<file path="src/rtl/riscv_pipe_ctrl.sv">
// Instruction-register chain and hazard controller for the 5-stage core.
// Optional perf counters are built only when RISCV_PIPE_PERF_EN is defined.
module riscv_pipe_ctrl #(
  parameter int          LU_BUBBLES = 1,
  parameter logic [31:0] NOP_INST   = 32'h00000013,
  parameter int          CNT_W      = 16
) (
  input  logic             clk,
  input  logic             rst,
  input  logic [31:0]      inst_if,
  input  logic             inst_if_vld,
  input  logic             branch_taken,
  input  logic             dmem_ready,
  output logic [31:0]      inst_s2,
  output logic [31:0]      inst_s3,
  output logic [31:0]      inst_s4,
  output logic [31:0]      inst_s5,
  output logic             stall_if,
  output logic [CNT_W-1:0] stall_cnt,
  output logic [CNT_W-1:0] flush_cnt
);

  localparam logic [0:0] ST_RUN  = 1'b0;
  localparam logic [0:0] ST_HOLD = 1'b1;
  localparam int         BW      = 2;

  localparam logic [6:0] OP_LOAD = 7'b0000011;
  localparam logic [6:0] OP_IMM  = 7'b0010011;
  localparam logic [6:0] OP_REG  = 7'b0110011;
  localparam logic [6:0] OP_STOR = 7'b0100011;
  localparam logic [6:0] OP_BRCH = 7'b1100011;

  logic [31:0]   r_s2;
  logic [31:0]   r_s3;
  logic [31:0]   r_s4;
  logic [31:0]   r_s5;
  logic [0:0]    r_state;
  logic [BW-1:0] r_cnt;

  logic [31:0]   w_s2_nx;
  logic [31:0]   w_s3_nx;
  logic [31:0]   w_s4_nx;
  logic [31:0]   w_s5_nx;
  logic [0:0]    w_state_nx;
  logic [BW-1:0] w_cnt_nx;

  logic [6:0] w_op2;
  logic [6:0] w_op3;
  logic [4:0] w_rd3;
  logic [4:0] w_rs1;
  logic [4:0] w_rs2;
  logic       w_use1;
  logic       w_use2;
  logic       w_hz;
  logic       w_lu;
  logic       w_hold;
  logic       w_frz;
  logic       w_flush;
  logic       w_bub;
  logic       w_run;

  assign w_op2 = r_s2[6:0];
  assign w_op3 = r_s3[6:0];
  assign w_rd3 = r_s3[11:7];
  assign w_rs1 = r_s2[19:15];
  assign w_rs2 = r_s2[24:20];

  assign w_use1 = (w_op2 == OP_REG)  || (w_op2 == OP_IMM) ||
                  (w_op2 == OP_LOAD) || (w_op2 == OP_STOR) ||
                  (w_op2 == OP_BRCH);
  assign w_use2 = (w_op2 == OP_REG)  || (w_op2 == OP_STOR) ||
                  (w_op2 == OP_BRCH);

  assign w_hz = (w_op3 == OP_LOAD) && (w_rd3 != 5'd0) &&
                ((w_use1 && (w_rd3 == w_rs1)) ||
                 (w_use2 && (w_rd3 == w_rs2)));

  assign w_lu   = (r_state == ST_RUN) && w_hz;
  assign w_hold = (r_state == ST_HOLD);

  // Mutually exclusive cycle classes in priority order
  assign w_frz   = !dmem_ready;
  assign w_flush = dmem_ready && branch_taken;
  assign w_bub   = dmem_ready && !branch_taken && (w_lu || w_hold);
  assign w_run   = dmem_ready && !branch_taken && !(w_lu || w_hold);

  assign stall_if = w_frz || w_bub;

  always_comb begin
    w_s2_nx    = r_s2;
    w_s3_nx    = r_s3;
    w_s4_nx    = r_s4;
    w_s5_nx    = r_s5;
    w_state_nx = r_state;
    w_cnt_nx   = r_cnt;
    unique case (1'b1)
      w_frz: begin
      end
      w_flush: begin
        w_s2_nx    = NOP_INST;
        w_s3_nx    = NOP_INST;
        w_s4_nx    = r_s3;
        w_s5_nx    = r_s4;
        w_state_nx = ST_RUN;
        w_cnt_nx   = '0;
      end
      w_bub: begin
        w_s3_nx = NOP_INST;
        w_s4_nx = r_s3;
        w_s5_nx = r_s4;
        if (w_hold) begin
          w_cnt_nx = r_cnt - 1'b1;
          if (r_cnt == BW'(1)) begin
            w_state_nx = ST_RUN;
          end
        end else if (LU_BUBBLES > 1) begin
          w_state_nx = ST_HOLD;
          w_cnt_nx   = BW'(LU_BUBBLES - 1);
        end
      end
      w_run: begin
        w_s2_nx = inst_if_vld ? inst_if : NOP_INST;
        w_s3_nx = r_s2;
        w_s4_nx = r_s3;
        w_s5_nx = r_s4;
      end
      default: begin
      end
    endcase
  end

  always_ff @(posedge clk) begin
    if (rst) begin
      r_s2    <= NOP_INST;
      r_s3    <= NOP_INST;
      r_s4    <= NOP_INST;
      r_s5    <= NOP_INST;
      r_state <= ST_RUN;
      r_cnt   <= '0;
    end else begin
      r_s2    <= w_s2_nx;
      r_s3    <= w_s3_nx;
      r_s4    <= w_s4_nx;
      r_s5    <= w_s5_nx;
      r_state <= w_state_nx;
      r_cnt   <= w_cnt_nx;
    end
  end

  assign inst_s2 = r_s2;
  assign inst_s3 = r_s3;
  assign inst_s4 = r_s4;
  assign inst_s5 = r_s5;

`ifdef RISCV_PIPE_PERF_EN
  logic [CNT_W-1:0] r_stall_cnt;
  logic [CNT_W-1:0] r_flush_cnt;

  // Counters stick at all-ones instead of wrapping
  always_ff @(posedge clk) begin
    if (rst) begin
      r_stall_cnt <= '0;
      r_flush_cnt <= '0;
    end else begin
      if (stall_if && !(&r_stall_cnt)) begin
        r_stall_cnt <= r_stall_cnt + 1'b1;
      end
      if (w_flush && !(&r_flush_cnt)) begin
        r_flush_cnt <= r_flush_cnt + 1'b1;
      end
    end
  end

  assign stall_cnt = r_stall_cnt;
  assign flush_cnt = r_flush_cnt;
`else
  assign stall_cnt = '0;
  assign flush_cnt = '0;
`endif

endmodule

</file>
<file path="config.mk">
export PLATFORM = sky130hd
export DESIGN_NAME = riscv_pipe_ctrl
export DESIGN_NICKNAME = d
export VERILOG_FILES = /design/src/rtl/riscv_pipe_ctrl.sv
export SDC_FILE = /design/constraint.sdc
export NUM_CORES = 1
export LEC_CHECK = 0
export CAP_MARGIN = 15
export CORE_MARGIN = 10
export CORE_UTILIZATION = 43
export CTS_BUF_LIST = sky130_fd_sc_hd__clkbuf_16
export DETAILED_ROUTE_END_ITERATION = 12
export PLACE_DENSITY = 0.8
export SLEW_MARGIN = 20
export SYNTH_ARGS = -nofsm -noshare
export SYNTH_HDL_FRONTEND = slang
export SYNTH_SLANG_ARGS = --single-unit
</file>
<file path="constraint.sdc">
create_clock -name clk -period 3.1 [get_ports clk]
set_input_delay 0.93 -clock clk [delete_from_list [all_inputs] [get_ports clk]]
set_output_delay 0.93 -clock clk [all_outputs]
set_load 0.05 [all_outputs]
</file>
* Word-level counts from Yosys, hierarchy flattened
Index checks and enable logic that the tools add are counted.
** Storage, ports and cells
- Word-level logic and storage cells :: 54
- Flip-flop bits (word level) :: 131
- Input port bits :: 37
** Cells by class
- $add $sub $neg :: 1
- Bitwise gates (word level) :: 1
- Equal/unequal tests :: 10
- Reductions and logical operators :: 28
- Mux-type cells :: 8
** Operator list (count)
- one-hot mux 32 bit (2 select lines) :: 2
- two-way mux 32 bit :: 1
- equality test 7 x 2 -> 1 bit, second input constant :: 2
- equality test 7 x 6 -> 1 bit, second input constant :: 2
- equality test 5 bit :: 2
- logical AND 1 bit :: 9
- logical OR 1 bit :: 9
- equality test 7 x 5 -> 1 bit, second input constant :: 1
- equality test 7 bit, second input constant :: 1
- nonzero test 2 bit :: 3
- nonzero test 5 bit :: 1
- one-hot mux 2 bit (2 select lines) :: 1
- zero test 1 bit :: 3
- OR reduction 3 bit :: 1
- equality test 2 x 1 -> 1 bit, second input constant :: 1
- two-way mux 1 bit :: 2
- two-way mux 2 bit :: 1
- inequality test 2 bit, second input constant :: 1
- one-hot mux 1 bit (2 select lines) :: 1
- AND reduction 2 bit :: 1
- OR reduction 2 bit :: 1
- subtractor 2 x 1 -> 2 bit, second input constant :: 1
- inverter 1 bit :: 1

* Logic depth before layout (Yosys ltp)
- Depth in word-level cells :: 13
- Depth in mapped cells :: 7
- Gate-level depth less buffers :: 5

* Worst setup path before layout
No wires, ideal clock.
- Path kind :: register -> output
- Start :: register r_s2[5] (netlist: inst_s2[5])
- End :: output stall_if
- Arrival :: 2.737 ns
- Setup slack :: -0.567 ns
- Stages on the path, launching flop included :: 6
- Cells stage by stage :: dfxtp_1 -> nand2b_1 -> a2111o_1 -> a211oi_4 -> a21oi_1 -> o21ai_0
** On the way
- Longest elaborated chain between the ends :: 12
- Elaborated cells between the ends (all ways) :: 19
** RTL lines
- start, declared :: RTL line 33 : logic [31:0] r_s2;
- start signal, assigned :: RTL line 141 : r_s2 <= w_s2_nx;
- equality test 7 x 6 -> 1 bit / equality test 7 x 5 -> 1 bit (equally long branches) :: RTL line 68, 71
- logical OR 1 bit (2 in series) :: RTL line 68 : assign w_use1 = (w_op2 == OP_REG) || (w_op2 == OP_IMM) ||
- logical OR 1 bit (2 in series) :: RTL line 69 : (w_op2 == OP_LOAD) || (w_op2 == OP_STOR) ||
- logical AND 1 bit :: RTL line 75 : ((w_use1 && (w_rd3 == w_rs1)) ||
- logical OR 1 bit (*) :: RTL line 75
- logical AND 1 bit (*) :: RTL line 74 : assign w_hz = (w_op3 == OP_LOAD) && (w_rd3 != 5'd0) &&
- logical AND 1 bit (*) :: RTL line 78 : assign w_lu = (r_state == ST_RUN) && w_hz;
- logical OR 1 bit (*) :: RTL line 84 : assign w_bub = dmem_ready && !branch_taken && (w_lu || w_hold);
- logical AND 1 bit (*) :: RTL line 84
- logical OR 1 bit (*) :: RTL line 87 : assign stall_if = w_frz || w_bub;
- end, declared :: RTL line 18 : output logic stall_if,
Every way passes the cells marked *; elsewhere a longest branch is shown, timed or not.

* Final worst setup path
- Start :: register r_s2[4] (netlist: inst_s2[4])
- End :: output stall_if
Same word-level chain as after synthesis.

==> results.md <==
* Hold Path Class: reg2reg
* Fillers at 911
* Design area at 7190 µm²
* Startpoint types: flip-flop
* Post-synthesis cell count at 464
* WL per Instance at 18.8 µm
* Final design utilization at 63.5%
* Detailed Route WL at 14700 µm
* Final Wtd Congestion at 0.780
* Setup Skew at 0.00860 ns
* Static Leak at 2.88 nW
* First-pass DRT Iterations at 4
* Cell chain of the critical path: nand2b_1 > a2111o_1 > a211oi_4 > a21oi_1 > o21ai_2 > buf_12
* Slowest-stage cell, CP: a2111o_1
* Area share of the largest cell type after synthesis at 53.0%
* Synth warn at 0
* CORE AREA at 11300 µm²
* Reg clk slew, reported paths at 0.06 ns
* Clock sink count at 131
* Final #Nets at 663
* Root Driver: clkbuf_16
* Total of max-cap violations at 0
* FF+latch area at 2620 µm²
* Relative slew slack at 61.6%
* Ranking of synthesized cells by area: dfxtp_1 (53%), mux2i_1 (12%), a22o_1 (7.6%), buf_4 (5.3%), nor2_1 (4.9%)
* Mapped Area at 4950 µm²
* Synth Register Bits at 131
* Routed Antenna Nets at 0
* First-pass GRT wire length at 22900 µm
* RSZ-0062 raised after global routing: no
* Final hold vios at 0
* Slew @ Worst Pin at 0.575 ns
* Min Tclk post-route at 3.01 ns
* P per Cell Area at 551 nW/µm²
* CTS tree: built
* Postcts setup bufs at 0
* Gr ovfl total at 0
* Vias in the first global route at 3998
* Arrival time at the worst endpoint at 2.08 ns
* CP bufs+invs at 1
* Die span in y at 127 µm
* Pin count of the biggest net entering global routing at 79
* Iteration-0 DRC Markers at 225
* Footprint of the multi-input gates at 2050 µm²
* Total Neg Setup Slack at 0 ns
* Layout cell share with drive strength beyond 1 at 7.84%
* Initial antenna violation count at 0
* Dpl cell area at 6630 µm²
* I/O pin count at 198
* Synth unique cells at 34
* Most common cell after layout, fill and taps aside: clkdlybuf4s50_1
* Run status: completed
* Critical Path RT at 2.17 ns
* Clk buf depth at 2
* CP max FO at 4
* Num CTS Buffers at 17
* Hold buffers post-CTS at 0
* DP Wirelength at 11000 µm
* Final setup fails at 0
* Peak supply drop at 303 µV
* Commonest cells after routing, fill and taps aside: clkdlybuf4s50_1 (162), dfxtp_1 (131), nor2_1 (64), mux2i_1 (58), a22o_1 (43)
* Die width at 127 µm
* Site Rows at 39
* Crit path max-delay family: compound AO/OA/AOI/OAI gates
* Seq/Total Area, Yosys at 53.0%
* Max-slew violations at 0
* IO buf count at 165
* Via density at 5.08
* Die area at 16200 µm²
* Starting Density at 43.7%
* Cell taking the most area after synthesis: dfxtp_1
* Inserted Diodes at 0
* Post-CTS resize count at 0
* Setup Crit Path Kind: reg2out
* Nature of the critical path endpoint: output pin
* CTS H-tree lvls at 4
* Via Count at 3969
* DRC errors left at 0
* Maximum clock rate at 332 MHz
* Final period util at 97.1%
* CP max stage delay at 0.45 ns
* Syn-to-layout area delta at 45.4%
* Worst-Skew Late Latency at 0.41 ns
* Avg Cell Area, Syn at 10.7 µm²
* Global Route Usage Sum at 17.6%
cells in the mapped netlist, drive strengths merged:
library cell and count:
nor3 7, a22oi 3, a211o 7, nand2 4, nor4 1, a22o 43, o21ai 3, nand3 1
nand2b 3, conb 1, nand4 2, ha 1, mux2i 58, dfxtp 131, a211oi 2, clkbuf 14
o22ai 1, inv 9, nor2 65, a32oi 1, a21oi 7, buf 49, nor2b 22, xnor2 10
a2111o 1, a31o 1, and3b 1, a32o 15, a2111oi 1
path summary, 6_finish.rpt:
check,startpoint,to,slack (ns),depth (start not counted)
max,inst_s2[4]$_SDFFE_PP1P_,stall_if,0.09,6
min,inst_s4[4]$_SDFFE_PP1P_,inst_s5[4]$_SDFFE_PP1P_,0.49,1
max reg2reg,inst_s2[4]$_SDFFE_PP1P_,inst_s2[25]$_SDFFE_PP0P_,0.94,6
min reg2reg,inst_s4[4]$_SDFFE_PP1P_,inst_s5[4]$_SDFFE_PP1P_,0.49,1
through the flow:
stage / power [mW] / worst slack (ns) / hold WS, ns / instances
after detailed placement: 2.14 / 0.295 / 0.474 / 749
after floorplan: 2.04 / 0.0519 / 0.454 / 495
final: 3.97 / 0.0908 / 0.486 / 781
after global routing: 4.10 / 0.00170 / 0.518 / 781
after global placement: 2.13 / 0.340 / 0.460 / 749
after CTS: 4.01 / 0.0817 / 0.490 / 781
per-layer routing:
layer,global-route usage [%],part of all wire [%],vias to the layer above
met1,20.1,39,1888
met5,0,0,-
met2,28.2,48,163
met4,6.43,1.6,0
met3,8.35,11,18
li1,-,-,1900
state kept, by name, summed over array words and instances (netlist names):
| register | count |
|---|---|
| r_cnt | 2 |
| inst_s5 | 32 |
| inst_s2 | 32 |
| r_state | 1 |
| inst_s3 | 32 |
| inst_s4 | 32 |
report_power, final:
group          internal, mW  switching [mW]  leakage, nW
sequential             1.70          0.0163         1.06
combinational         0.122           0.262         1.57
clock                  1.11           0.758        0.260
area by class of cell:
class	instances	share of cell area [%]
well taps	143	2.49
clock inverters	15	1.86
flip-flops and latches	131	36.5
clock buffers	17	5.91
multi-input cells	292	28.5
inverters	9	0.470
repair buffers	174	24.3
kinds of logic after synthesis:
group	Yosys count	synth area share [%]
other	1	0.0758
adder cells (fa/ha/maj)	1	0.253
XOR/XNOR	10	1.77
multiplexers	58	11.7
AO/OA/AOI/OAI	85	15.0
AND/OR/NAND/NOR	106	9.76
buffers and inverters	72	8.37
flip-flops	131	53.0
(Power assumes the default switching activity.)
